===== config.mk =====
export PLATFORM = sky130hd
export DESIGN_NAME = vending_core_multi
export DESIGN_NICKNAME = d
export VERILOG_FILES = /design/src/rtl/vending_core_multi.sv
export SDC_FILE = /design/constraint.sdc
export NUM_CORES = 1
export LEC_CHECK = 0
export BUFFER_PORTS_ARGS = -buffer_cell sky130_fd_sc_hd__buf_2
export CORE_UTILIZATION = 64
export DETAILED_ROUTE_END_ITERATION = 16
export GPL_TIMING_DRIVEN = 1
export PLACE_DENSITY = 0.92
export SLEW_MARGIN = 15
export SYNTH_ARGS = -nofsm -noshare
export SYNTH_HDL_FRONTEND = slang
export SYNTH_SLANG_ARGS = --single-unit

===== constraint.sdc =====
create_clock -name clk -period 9.6 [get_ports clk]
set_input_delay 0.48 -clock clk [delete_from_list [all_inputs] [get_ports clk]]
set_output_delay 0.48 -clock clk [all_outputs]
set_load 0.05 [all_outputs]

===== src/rtl/vending_core_multi.sv =====
// Parameterised vending-machine control core: item selection, coin collection with a
// credit ceiling, per-item stock, change/refund reporting and an inactivity timeout.
module vending_core_multi #(
  parameter int unsigned                   NUM_ITEMS   = 4,
  parameter int unsigned                   CREDIT_W    = 9,
  parameter logic [NUM_ITEMS*CREDIT_W-1:0] PRICES      = {9'd135, 9'd100, 9'd75, 9'd50},
  parameter int unsigned                   MAX_CREDIT  = 300,
  parameter int unsigned                   STOCK_W     = 4,
  parameter int unsigned                   STOCK_INIT  = 5,
  parameter int unsigned                   TIMEOUT_CYC = 1_000_000_000
) (
  input  logic                         clk,
  input  logic                         rst,
  input  logic [$clog2(NUM_ITEMS)-1:0] item_sel,
  input  logic                         coin_50,
  input  logic                         coin_25,
  input  logic                         coin_10,
  input  logic                         confirm,
  input  logic                         cancel,
  input  logic                         restock,
  output logic [1:0]                   state,
  output logic [CREDIT_W-1:0]          credit,
  output logic [CREDIT_W-1:0]          price,
  output logic [CREDIT_W-1:0]          change,
  output logic [CREDIT_W-1:0]          refund,
  output logic                         vend,
  output logic [$clog2(NUM_ITEMS)-1:0] vend_item,
  output logic                         led_insuff,
  output logic                         sold_out,
  output logic                         coin_reject
);

  localparam int unsigned ITEM_W = $clog2(NUM_ITEMS);
  localparam int unsigned TO_W   = $clog2(TIMEOUT_CYC + 1);

  typedef enum logic [1:0] {
    ST_SELECT   = 2'd0,
    ST_COLLECT  = 2'd1,
    ST_DISPENSE = 2'd2
  } state_t;

  function automatic logic [CREDIT_W-1:0] price_of(input logic [ITEM_W-1:0] idx);
    return PRICES[32'(idx)*CREDIT_W +: CREDIT_W];
  endfunction

  state_t              state_q, state_d;
  logic [ITEM_W-1:0]   active_q, active_d;
  logic [STOCK_W-1:0]  stock_q [NUM_ITEMS];
  logic [STOCK_W-1:0]  stock_d [NUM_ITEMS];
  logic [TO_W-1:0]     timer_q, timer_d;

  logic [CREDIT_W-1:0] credit_d, price_d, change_d, refund_d;
  logic                vend_d, led_d, sold_out_d, reject_d;
  logic [ITEM_W-1:0]   vend_item_d;

  logic                any_coin, multi_coin, any_evt, timeout;
  logic [CREDIT_W-1:0] coin_val, price_cur;
  logic [CREDIT_W:0]   coin_sum;

  // Coin decode: only the highest denomination in a cycle is ever considered.
  assign any_coin   = coin_50 | coin_25 | coin_10;
  assign multi_coin = (coin_50 & coin_25) | (coin_50 & coin_10) | (coin_25 & coin_10);
  assign coin_val   = coin_50 ? CREDIT_W'(50) :
                      coin_25 ? CREDIT_W'(25) :
                      coin_10 ? CREDIT_W'(10) : CREDIT_W'(0);
  assign coin_sum   = {1'b0, credit} + {1'b0, coin_val};
  assign price_cur  = price_of(active_q);

  assign any_evt = any_coin | confirm | cancel;
  assign timeout = (state_q != ST_SELECT) && !any_evt &&
                   (timer_q == TO_W'(TIMEOUT_CYC - 1));

  assign state = state_q;

  // Next-state and registered-output values.
  always_comb begin
    state_d     = state_q;
    active_d    = active_q;
    stock_d     = stock_q;
    timer_d     = '0;
    credit_d    = credit;
    change_d    = change;
    refund_d    = refund;
    vend_d      = 1'b0;
    vend_item_d = vend_item;
    led_d       = led_insuff;
    reject_d    = 1'b0;

    case (state_q)
      ST_SELECT: begin
        active_d = item_sel;
        if (any_coin) begin
          if (stock_q[item_sel] == '0) begin
            reject_d = 1'b1;
          end else begin
            reject_d = multi_coin;
            credit_d = coin_val;
            refund_d = '0;
            state_d  = ST_COLLECT;
          end
        end
        if (restock) begin
          for (int unsigned i = 0; i < NUM_ITEMS; i++) begin
            stock_d[i] = STOCK_W'(STOCK_INIT);
          end
        end
      end

      ST_COLLECT: begin
        if (cancel || timeout) begin
          reject_d = any_coin;
          refund_d = credit;
          credit_d = '0;
          led_d    = 1'b0;
          state_d  = ST_SELECT;
        end else if (confirm) begin
          reject_d = any_coin;
          if (credit < price_cur) begin
            led_d = 1'b1;
          end else begin
            vend_d      = 1'b1;
            vend_item_d = active_q;
            change_d    = credit - price_cur;
            credit_d    = '0;
            led_d       = 1'b0;
            state_d     = ST_DISPENSE;
            if (stock_q[active_q] != '0) begin
              stock_d[active_q] = stock_q[active_q] - STOCK_W'(1);
            end
          end
        end else if (any_coin) begin
          if (coin_sum > (CREDIT_W+1)'(MAX_CREDIT)) begin
            reject_d = 1'b1;
          end else begin
            reject_d = multi_coin;
            credit_d = coin_sum[CREDIT_W-1:0];
            led_d    = 1'b0;
          end
        end
      end

      ST_DISPENSE: begin
        reject_d = any_coin;
        if (confirm || timeout) begin
          change_d = '0;
          state_d  = ST_SELECT;
        end
      end

      default: begin
        state_d = ST_SELECT;
      end
    endcase

    // The timer only runs while a transaction sits untouched in one state.
    if ((state_q != ST_SELECT) && (state_d == state_q) && !any_evt) begin
      timer_d = timer_q + TO_W'(1);
    end

    if (state_d == ST_SELECT) begin
      active_d = item_sel;
    end

    price_d    = price_of(active_d);
    sold_out_d = (stock_d[active_d] == '0);
  end

  // State and output registers.
  always_ff @(posedge clk) begin
    if (rst) begin
      state_q     <= ST_SELECT;
      active_q    <= '0;
      timer_q     <= '0;
      credit      <= '0;
      price       <= price_of('0);
      change      <= '0;
      refund      <= '0;
      vend        <= 1'b0;
      vend_item   <= '0;
      led_insuff  <= 1'b0;
      sold_out    <= 1'b0;
      coin_reject <= 1'b0;
      for (int unsigned i = 0; i < NUM_ITEMS; i++) begin
        stock_q[i] <= STOCK_W'(STOCK_INIT);
      end
    end else begin
      state_q     <= state_d;
      active_q    <= active_d;
      timer_q     <= timer_d;
      credit      <= credit_d;
      price       <= price_d;
      change      <= change_d;
      refund      <= refund_d;
      vend        <= vend_d;
      vend_item   <= vend_item_d;
      led_insuff  <= led_d;
      sold_out    <= sold_out_d;
      coin_reject <= reject_d;
      stock_q     <= stock_d;
    end
  end

endmodule


Word level (Yosys, flattened, before mapping)
Cells that the tools add are included.
{ "word_totals": {"register_bits": 92, "wordCells": 146, "n_memories": 0, "romBits": 0, "mem_bits_rw": 0, "latchBits": 0, "in_bits": 10} }
{ "op_classes": {"n_mux": 60, "div": 0, "addsub": 4, "n_shift": 2, "bitwise": 17, "eq_ne": 15, "multipliers": 2, "reduce_logical": 24, "order_cmp": 6} }
{ "op_table": {"columns": ["cell", "n"], "rows": [
  ["$mux W9", 14],
  ["$mux W16", 5],
  ["$shiftx A36 B7 Y9 const A", 2],
  ["$pmux W9 S2", 3],
  ["$mux W4", 8],
  ["$pmux W16 S2", 1],
  ["$add A30 B1 Y30 const B", 1],
  ["$eq A30 B30 Y1 const B", 1],
  ["$bmux W4 S2", 3],
  ["$bwmux W16", 1],
  ["$mux W2", 8],
  ["$ne A2 B2 Y1 const B", 7],
  ["$mul A2 B4 Y6 const B", 2],
  ["$mux W1", 12],
  ["$ne A4 B4 Y1 const B", 3],
  ["$add A9 B6 Y10", 1],
  ["$gt A10 B9 Y1 const B", 1],
  ["$ge A3 B3 Y1 const B", 3],
  ["$lt A9 B9 Y1", 1],
  ["$not A2 Y3", 3],
  ["$sub A9 B9 Y9", 1],
  ["$demux W4 S2", 1],
  ["$logic_not A4 Y1", 2],
  ["$reduce_and A4 Y1", 2],
  ["other kinds (25)", 44]
]} }

Longest topological paths before layout
Gate-level depths: netlist of run 1.
{ "depth": {"word_depth": 17, "mapped_depth": 14, "ltp_nobuf": 13} }

Worst setup path after synthesis of run 1
No wires, ideal clock.
{ "synth_timing": {"path_kind": "reg-to-reg", "startpoint": "register, netlist name price[2]", "endpoint": "register change[0]", "t_arrival_ns": 3.312, "period_less_slack_ns": 3.440, "n_path_buf": 3, "path_slack_ns": 6.160, "path_stages_with_launch": 14, "path_cell_list": "dfxtp_1 -> clkbuf_1 -> inv_1 -> ha_1 -> inv_1 -> ha_1 -> nand3_1 -> and3_1 -> buf_4 -> a2111oi_0 -> o22a_1 -> clkbuf_1 -> mux2i_1 -> nor2_1"} }
{ "synth_lines": {"columns": ["item", "line_no", "text"], "rows": [
  ["end signal, assigned", "192", "change <= change_d;"],
  ["end, declared", "24", "output logic [CREDIT_W-1:0] change,"]
]} }

==> results of run 1 <==
==> worst paths after layout <==
kind | startpoint | endpoint | slack [ps] | cells past startpoint
max | price[0]$_SDFF_PP0_ | sold_out$_SDFF_PP0_ | 5600 | 11
min | refund[4]$_SDFFE_PP0P_ | refund[4]$_SDFFE_PP0P_ | 450 | 2
max reg2reg | price[0]$_SDFF_PP0_ | sold_out$_SDFF_PP0_ | 5600 | 11
min reg2reg | refund[4]$_SDFFE_PP0P_ | refund[4]$_SDFFE_PP0P_ | 450 | 2
==> area by class of cell <==
class / instances / area, sq um
inverters: 34 / 128
clock inverters: 7 / 108
clock buffers: 9 / 124
multi-input cells: 463 / 2980
flip-flops and latches: 89 / 1780
well taps: 99 / 124
fillers: 569 / 1890
repair buffers: 53 / 268
==> placed cells by master, fill, tap and decap left out, drive strengths merged, types with 12 or more instances in the layout <==
cell,instances
a21oi,34
xor2,23
buf,53
nand2,50
nand4,15
nor2,84
xnor2,12
inv,37
nor3,16
nand3,39
dfxtp,89
ha,21
==> power breakdown <==
part           switching [uW]  internal, uW  total (uW)
clock                     148           152         300
combinational             100          42.3         142
sequential               10.3           376         386
total                     258           570         828
==> routing by layer <==
layer / GRT usage / vias up / part of all wire
met5: 0 / - / 0
met4: 0.152 / 0 / 0.029
met3: 0.0867 / 52 / 0.089
met2: 0.540 / 273 / 0.46
met1: 0.418 / 2277 / 0.42
li1: - / 2270 / -
==> per-stage QoR <==
step | cell area, sq um | power, uW | util | hold slack [ps]
2_1_floorplan | 5020 | 497 | - | 426
3_3_place_gp | 5280 | 530 | 0.713 | 435
3_5_place_dp | 5280 | 531 | 0.713 | 442
4_1_cts | 5520 | 827 | 0.744 | 454
5_1_grt | 5520 | 858 | 0.744 | 484
6_report | 5520 | 828 | 0.744 | 452
==> kinds of logic after synthesis <==
kind of cell,share of synthesized area
AOI/OAI and AO/OA,0.167
xor gates and xnor gates,0.0610
adders and majority gates,0.0623
buffers and inverters,0.0518
DFF,0.355
muxes,0.0321
other,0.000746
and+or+nand+nor,0.270
==> worst max-delay path, stage by stage, from the launching register on <==
cell	delay, ps
dfxtp_1	810
inv_1	230
ha_1	370
inv_1	60
ha_1	370
nand4b_1	180
a21o_1	270
a211oi_1	570
o32ai_1	170
a2111oi_0	530
a22oi_1	170
a31oi_1	160
==> registers in the layout (all words and copies together) (netlist names) <==
name         count
change           9
coin_reject      1
credit           9
led_insuff       1
price            8
refund           9
sold_out         1
state            2
stock_q         16
timer_q         30
vend             1
vend_item        2
==> results.toml, run 1 <==
[min_path]
hold_class = "reg -> reg"

[final_layout]
nets = 683
n_antenna_cell = 0
drive_above_1_share = 0.127
area_growth_pct = 9.76
layout.cells.non_filler = 754

[critical_path]
cp_max_fo = 15
start_kind = "flip-flop"
crit_required_ps = 9880
path_class = "reg -> reg"
crit_arrival_ps = 4290
critPathCaptureType = "flip-flop"

[timing]
worst_slack_ps = 5600
fmax_mhz = 250
drv_slew = 0
maxSlewHeadroom = 0.357
post-route-min-period_ps = 4000
final_hold_viol_count = 0
setup_violations = 0
fin_tns_setup_ps = 0
min_period_over_period = 0.417
worstMarginPinSlew_ps = 965
rsz0062_at_grt = "no"
skew_ps = 19.6

[routing]
drc = 0
drt_iter0_markers = 468
drt-total-wl_um = 13400
avgViaCountPerCell = 6.46
post_drt_wl_per_cell_um = 17.8
vias = 4872
drtAntennaViolNets = 0
dr.pass1.iters = 7

[logic_synthesis]
synth_nets = 644
synth_most_common_cell = "dfxtp_1"
synthArstFlopShare = 0
yosysTopAreaCell = "dfxtp_1"
syn_inst = 611
synth_area_leaders = "dfxtp_1 (35%), nor2_1 (6.3%), ha_1 (5.2%), xor2_1 (4.0%), nand3_1 (3.9%)"
syn-mean-instance-area_sq_um = 8.22
ys_seq_area_frac = 0.355
synth_top_area_share = 0.355
synth_edf_count = 0
synth_ff_type = "dfxtp_1"
synth_seq_cells = 89
ys_warn_count = 0
synth.cell_area_sq_um = 5020
ys_top_cells_by_count = "dfxtp_1 (89), nor2_1 (84), nand2_1 (49)"
synth_cell_types = 73

[die]
die_area_sq_um = 8210
die_w_um = 90.6
core_sq_um = 7410
rows = 31
initial_core_util = 0.678
die_h_um = 90.6
io_pins = 54

[placement]
dp_hpwl_um = 9830
numPlacedInstances = 738
pre_cts_ws_ps = 5800
gp_congestion = 0.991
port_buffers = 52

[clock_network]
worstSkewPairLatency_ps = 380
htree_num_levels = 3
clk_pin_slew_ps = 100
cts_setup_buffers = 0
cts_buffer_depth = 2
root_buffer = "clkbuf_8"
cts_buffers = 9
cts_hold_buf = 0
numClockSinks = 89
cts_tree = "yes"
post_cts_resized = 0

[grt]
first_global_vias = 4594
grt_max_degree = 52
grt_overflow = 0
antenna_found_initial = 0
track_usage = 0.335
grt_pass1_wl_um = 21900

[run]
maxCapViolCount = 0

[power_and_ir_drop]
ir_worst_vdd_v = 0.000140
leakage_uw = 0.00218
powerDensity_nw_per_um2 = 150

[outcome]
status = "finished, final reports clean"
(Power assumes the default switching activity.)
==> inputs of run 2 (changes only) <==
--- a/config.mk
+++ b/config.mk
@@ -6,10 +6,10 @@
 export NUM_CORES = 1
 export LEC_CHECK = 0
 export BUFFER_PORTS_ARGS = -buffer_cell sky130_fd_sc_hd__buf_2
-export CORE_UTILIZATION = 64
+export CORE_UTILIZATION = 59
 export DETAILED_ROUTE_END_ITERATION = 16
 export GPL_TIMING_DRIVEN = 1
-export PLACE_DENSITY = 0.92
+export PLACE_DENSITY = 0.86
 export SLEW_MARGIN = 15
 export SYNTH_ARGS = -nofsm -noshare
 export SYNTH_HDL_FRONTEND = slang
==> constraint.sdc (replaced) <==
create_clock -name clk -period 3.7 [get_ports clk]
set_input_delay 0.185 -clock clk [delete_from_list [all_inputs] [get_ports clk]]
set_output_delay 0.185 -clock clk [all_outputs]
set_load 0.05 [all_outputs]
==> results.toml, run 2 (same netlist as run 1, synthesis figures left out) <==
[timing]
drv_slew = 0
min_period_over_period = 0.915
post-route-min-period_ps = 3380
rsz0062_at_grt = "no"
setup_violations = 0
maxSlewHeadroom = 0.392
worstMarginPinSlew_ps = 912
fmax_mhz = 295
fin_tns_setup_ps = 0
final_hold_viol_count = 0
skew_ps = 12.8
holdWs_ps = 238
worst_slack_ps = 316

[die]
rows = 33
initial_core_util = 0.612
io_pins = 54
die_h_um = 94.3
core_sq_um = 8220
die_w_um = 94.3
die_area_sq_um = 8890

[routing]
vias = 4818
drt-total-wl_um = 13400
drt_iter0_markers = 505
avgViaCountPerCell = 6.27
dr.pass1.iters = 5
drc = 0
drtAntennaViolNets = 0
post_drt_wl_per_cell_um = 17.4

[critical_path]
start_kind = "flip-flop"
cp_max_fo = 12
reg2regPathDepth = 10
crit_arrival_ps = 3660
path_class = "reg -> reg"
crit_required_ps = 3980
r2r_setup_slack_ps = 320
rr_endpoint = "sold_out$_SDFF_PP0_"
r2r-start = "price[0]$_SDFF_PP0_"
critPathCaptureType = "flip-flop"

[power_and_ir_drop]
ir_worst_vdd_v = 0.000267
leakage_uw = 0.00222
powerDensity_nw_per_um2 = 393

[final_layout]
multi_input_area_sq_um = 2990
reg_top3 = "timer_q x30, stock_q x16"
final_util = 0.682
top_register = "timer_q"
nets = 691
final_cell_mix = "dfxtp_1 (88), nor2_1 (84), buf_2 (52), nand2_1 (49), nand3_1 (39)"
layout.cells.non_filler = 768
n_antenna_cell = 0
fill_cells = 671
drive_above_1_share = 0.142
area_growth_pct = 11.6
seqCellArea_sq_um = 1780
final_common_cell = "dfxtp_1"
largest_reg_flops = 30

[clock_network]
cts_hold_buf = 0
clk_pin_slew_ps = 90
root_buffer = "clkbuf_8"
numClockSinks = 89
cts_buffer_depth = 2
worstSkewPairLatency_ps = 360
cts_buffers = 9
htree_num_levels = 3
cts_tree = "yes"

[run]
maxCapViolCount = 0

[grt]
antenna_found_initial = 0
grt_overflow = 0
first_global_vias = 4537
grt_max_degree = 52
track_usage = 0.317
grt_pass1_wl_um = 21800

[placement]
dp_hpwl_um = 9960
gp_congestion = 0.966
port_buffers = 52
pre_cts_ws_ps = 148
numPlacedInstances = 752

[min_path]
worstHoldPathCells = 3
hold_class = "in -> reg"
holdPathEnd = "price[1]$_SDFF_PP1_"
min_from = "item_sel[0]"

[outcome]
status = "finished, final reports clean"
run 2: cell types whose count changed in the layout (fill, tap and decap cells not counted), sizes merged:
cell    previous run  this run
clkinv             1         2
bufinv             2         3
buf               53        61
inv               37        35
run 2: worst max-delay path: stages (launching register included):
cell and delay [ps]:
dfxtp_2 510, mux4_1 670, inv_1 110, ha_1 180
inv_1 40, or3_1 510, o2111ai_1 270, or2_1 190
nand4_1 90, or4_1 520, a31oi_1 200
run 2: worst max-delay path by stage:
stage                                   start                endpoint  cells past startpoint
final                     price[0]$_SDFF_PP0_     sold_out$_SDFF_PP0_                     10
after global routing      price[0]$_SDFF_PP0_     sold_out$_SDFF_PP0_                     11
after CTS                 price[0]$_SDFF_PP0_     sold_out$_SDFF_PP0_                     10
after detailed placement  price[0]$_SDFF_PP0_     sold_out$_SDFF_PP0_                     10
after global placement    price[0]$_SDFF_PP0_     sold_out$_SDFF_PP0_                     11
after floorplan           price[2]$_SDFF_PP0_  change[0]$_SDFFE_PP0P_                     13
run 2: layout make-up:
| cell class | instances | area share |
|---|---|---|
| repair buffers | 61 | 0.0585 |
| flip-flops and latches | 89 | 0.318 |
| clock buffers | 9 | 0.0221 |
| well taps | 105 | 0.0234 |
| multi-input cells | 463 | 0.533 |
| inverters | 34 | 0.0228 |
| clock inverters | 7 | 0.0221 |
run 2: timing repair:
action / CTS / global route
gates resized for setup: 0 / 3
setup endpoints to repair: 0 / 16
buffers inserted: 0 / 0
run 2: through the flow:
stage          area [sq um]  power (uW)
6_report               5610        2200
5_1_grt                5610        2290
4_1_cts                5600        2200
3_5_place_dp           5350        1390
3_3_place_gp           5350        1380
2_1_floorplan          5020        1290
run 2: power by group:
group          switching [uW]  total (uW)  internal [uW]
registers                18.8         993            975
logic                     268         385            116
clock network             372         827            455
run 2: metal layers:
layer / track usage / wire (um) / vias to the layer above
li1: - / - / 2284
met3: 0.0623 / 1090 / 57
met5: 0 / 0 / -
met4: 0.153 / 505 / 0
met2: 0.512 / 6180 / 233
met1: 0.403 / 5620 / 2244
==> inputs of run 3 (changes only) <==
--- a/config.mk
+++ b/config.mk
@@ -9,7 +9,7 @@
 export CORE_UTILIZATION = 59
 export DETAILED_ROUTE_END_ITERATION = 16
 export GPL_TIMING_DRIVEN = 1
-export PLACE_DENSITY = 0.86
+export PLACE_DENSITY_LB_ADDON = 0.1
 export SLEW_MARGIN = 15
 export SYNTH_ARGS = -nofsm -noshare
 export SYNTH_HDL_FRONTEND = slang
==> results.toml, run 3 (same netlist as run 1, synthesis figures left out) <==
[outcome]
status = "finished, final reports clean"

[final_layout]
fill_cells = 715
top_register = "timer_q"
area_growth_pct = 11.2
largest_reg_flops = 30
final_common_cell = "dfxtp_1"
seqCellArea_sq_um = 1780
drive_above_1_share = 0.141
reg_top3 = "timer_q x30, stock_q x16"
multi_input_area_sq_um = 2980
finish.instance_area_sq_um = 5590
final_cell_mix = "dfxtp_1 (88), nor2_1 (84), buf_2 (52), nand2_1 (49), nand3_1 (39)"
n_antenna_cell = 0
final_util = 0.680
nets = 694

[placement]
placed_area_sq_um = 5370
gp_congestion = 0.973
port_buffers = 52
pre_cts_ws_ps = 244
dp_hpwl_um = 9860

[die]
io_pins = 54
rows = 33
die_area_sq_um = 8890
core_sq_um = 8220
die_w_um = 94.3
die_h_um = 94.3
initial_core_util = 0.612

[timing]
worst_slack_ps = 307
min_period_over_period = 0.917
rsz0062_at_grt = "no"
final_hold_viol_count = 0
fin_tns_setup_ps = 0
drv_slew = 0
maxSlewHeadroom = 0.492
worstMarginPinSlew_ps = 760
setup_violations = 0
skew_ps = 14.5
post-route-min-period_ps = 3390
fmax_mhz = 295

[routing]
drt-total-wl_um = 13300
drc = 0
avgViaCountPerCell = 6.18
drt_iter0_markers = 404
drtAntennaViolNets = 0
vias = 4757
dr.pass1.iters = 7
post_drt_wl_per_cell_um = 17.3

[min_path]
hold_class = "in -> reg"
holdPathEnd = "price[1]$_SDFF_PP1_"
min_from = "item_sel[0]"
worstHoldPathCells = 3

[power_and_ir_drop]
powerDensity_nw_per_um2 = 381
leakage_uw = 0.00222
ir_worst_vdd_v = 0.000213

[grt]
antenna_found_initial = 0
grt_pass1_wl_um = 20900
first_global_vias = 4303
grt_max_degree = 51
track_usage = 0.307
grt_overflow = 0

[critical_path]
crit_arrival_ps = 3680
critPathTopFamily = "compound AO/OA/AOI/OAI gates"
critPathCaptureType = "flip-flop"
crit_start = "price[2]$_SDFF_PP0_"
crit_path_top_delay_cell = "a21oi_1"
rr_endpoint = "sold_out$_SDFF_PP0_"
reg2regPathDepth = 11
cp_slowest_stage_delay_ps = 450
start_kind = "flip-flop"
critPathBufInv = 2
cp_max_fo = 7
r2r-start = "price[2]$_SDFF_PP0_"
crit_required_ps = 3990
r2r_setup_slack_ps = 310
crit_chain = "inv_1, ha_1, inv_1, ha_1, o211ai_1, a21o_1, a21oi_1, o2111ai_1, o32a_2, or4_1, a31oi_1"
path_class = "reg -> reg"

[clock_network]
cts_tree = "yes"
htree_num_levels = 3
root_buffer = "clkbuf_8"
clk_pin_slew_ps = 90
numClockSinks = 89
cts_buffers = 9
cts_buffer_depth = 2
worstSkewPairLatency_ps = 370

[run]
maxCapViolCount = 0
## run 3: changes by cell type in the layout (fill, tap and decap cells not counted)
cell | before | now
o22a_2 | 1 | 0
bufinv_16 | 3 | 2
o22a_1 | 0 | 1
clkinv_4 | 1 | 0
buf_4 | 9 | 12
a21oi_2 | 1 | 0
a21oi_1 | 33 | 34
clkinv_2 | 0 | 1
## run 3: worst register-to-register path: cells and delay by family (launching register included)
kind / cells / cell delay, ps
AOI/OAI and AO/OA: 6 / 1630
adders and majority gates: 2 / 630
buffers and inverters: 2 / 320
DFF: 1 / 320
and+or+nand+nor: 1 / 410
## run 3: metal layers
layer | GRT usage | vias up | routed length [um]
met4 | 0.114 | 0 | 342
met3 | 0.0364 | 34 | 809
li1 | - | 2294 | -
met2 | 0.510 | 194 | 6180
met5 | 0 | - | 0
met1 | 0.407 | 2235 | 5950
## run 3: power breakdown
| part | internal, uW | switching, uW | leakage (uW) |
|---|---|---|---|
| clock | 381 | 372 | 0.000106 |
| sequential | 975 | 18.6 | 0.000721 |
| combinational | 119 | 262 | 0.00140 |
## run 3: what timing repair did
action                     in CTS  in global routing
buffers inserted                0                  0
setup endpoints to repair       0                  2
hold buffers                    0                  0
resized for setup               0                  1
## run 3: worst max path at each step
stage,endpoint,depth (start not counted),slack (ps)
2_1_floorplan,change[0]$_SDFFE_PP0P_,13,260
3_3_place_gp,sold_out$_SDFF_PP0_,10,330
3_5_place_dp,sold_out$_SDFF_PP0_,10,240
4_1_cts,sold_out$_SDFF_PP0_,11,190
5_1_grt,credit[5]$_SDFFE_PP0P_,12,160
6_report,sold_out$_SDFF_PP0_,11,310
## run 3: per-stage QoR
stage	power, uW	hold slack (ps)	std cells
floorplan	1290	276	611
finish	2130	256	770
global route	2190	276	770
CTS	2120	239	770
global placement	1380	434	755
detailed placement	1390	443	755
## run 3: layout make-up
class,count,area share
Sequential cell,89,0.319
Timing Repair Buffer,64,0.0627
Tap cell,105,0.0235
Multi-Input combinational cell,463,0.534
Inverter,34,0.0228
Clock inverter,6,0.0161
Clock buffer,9,0.0222
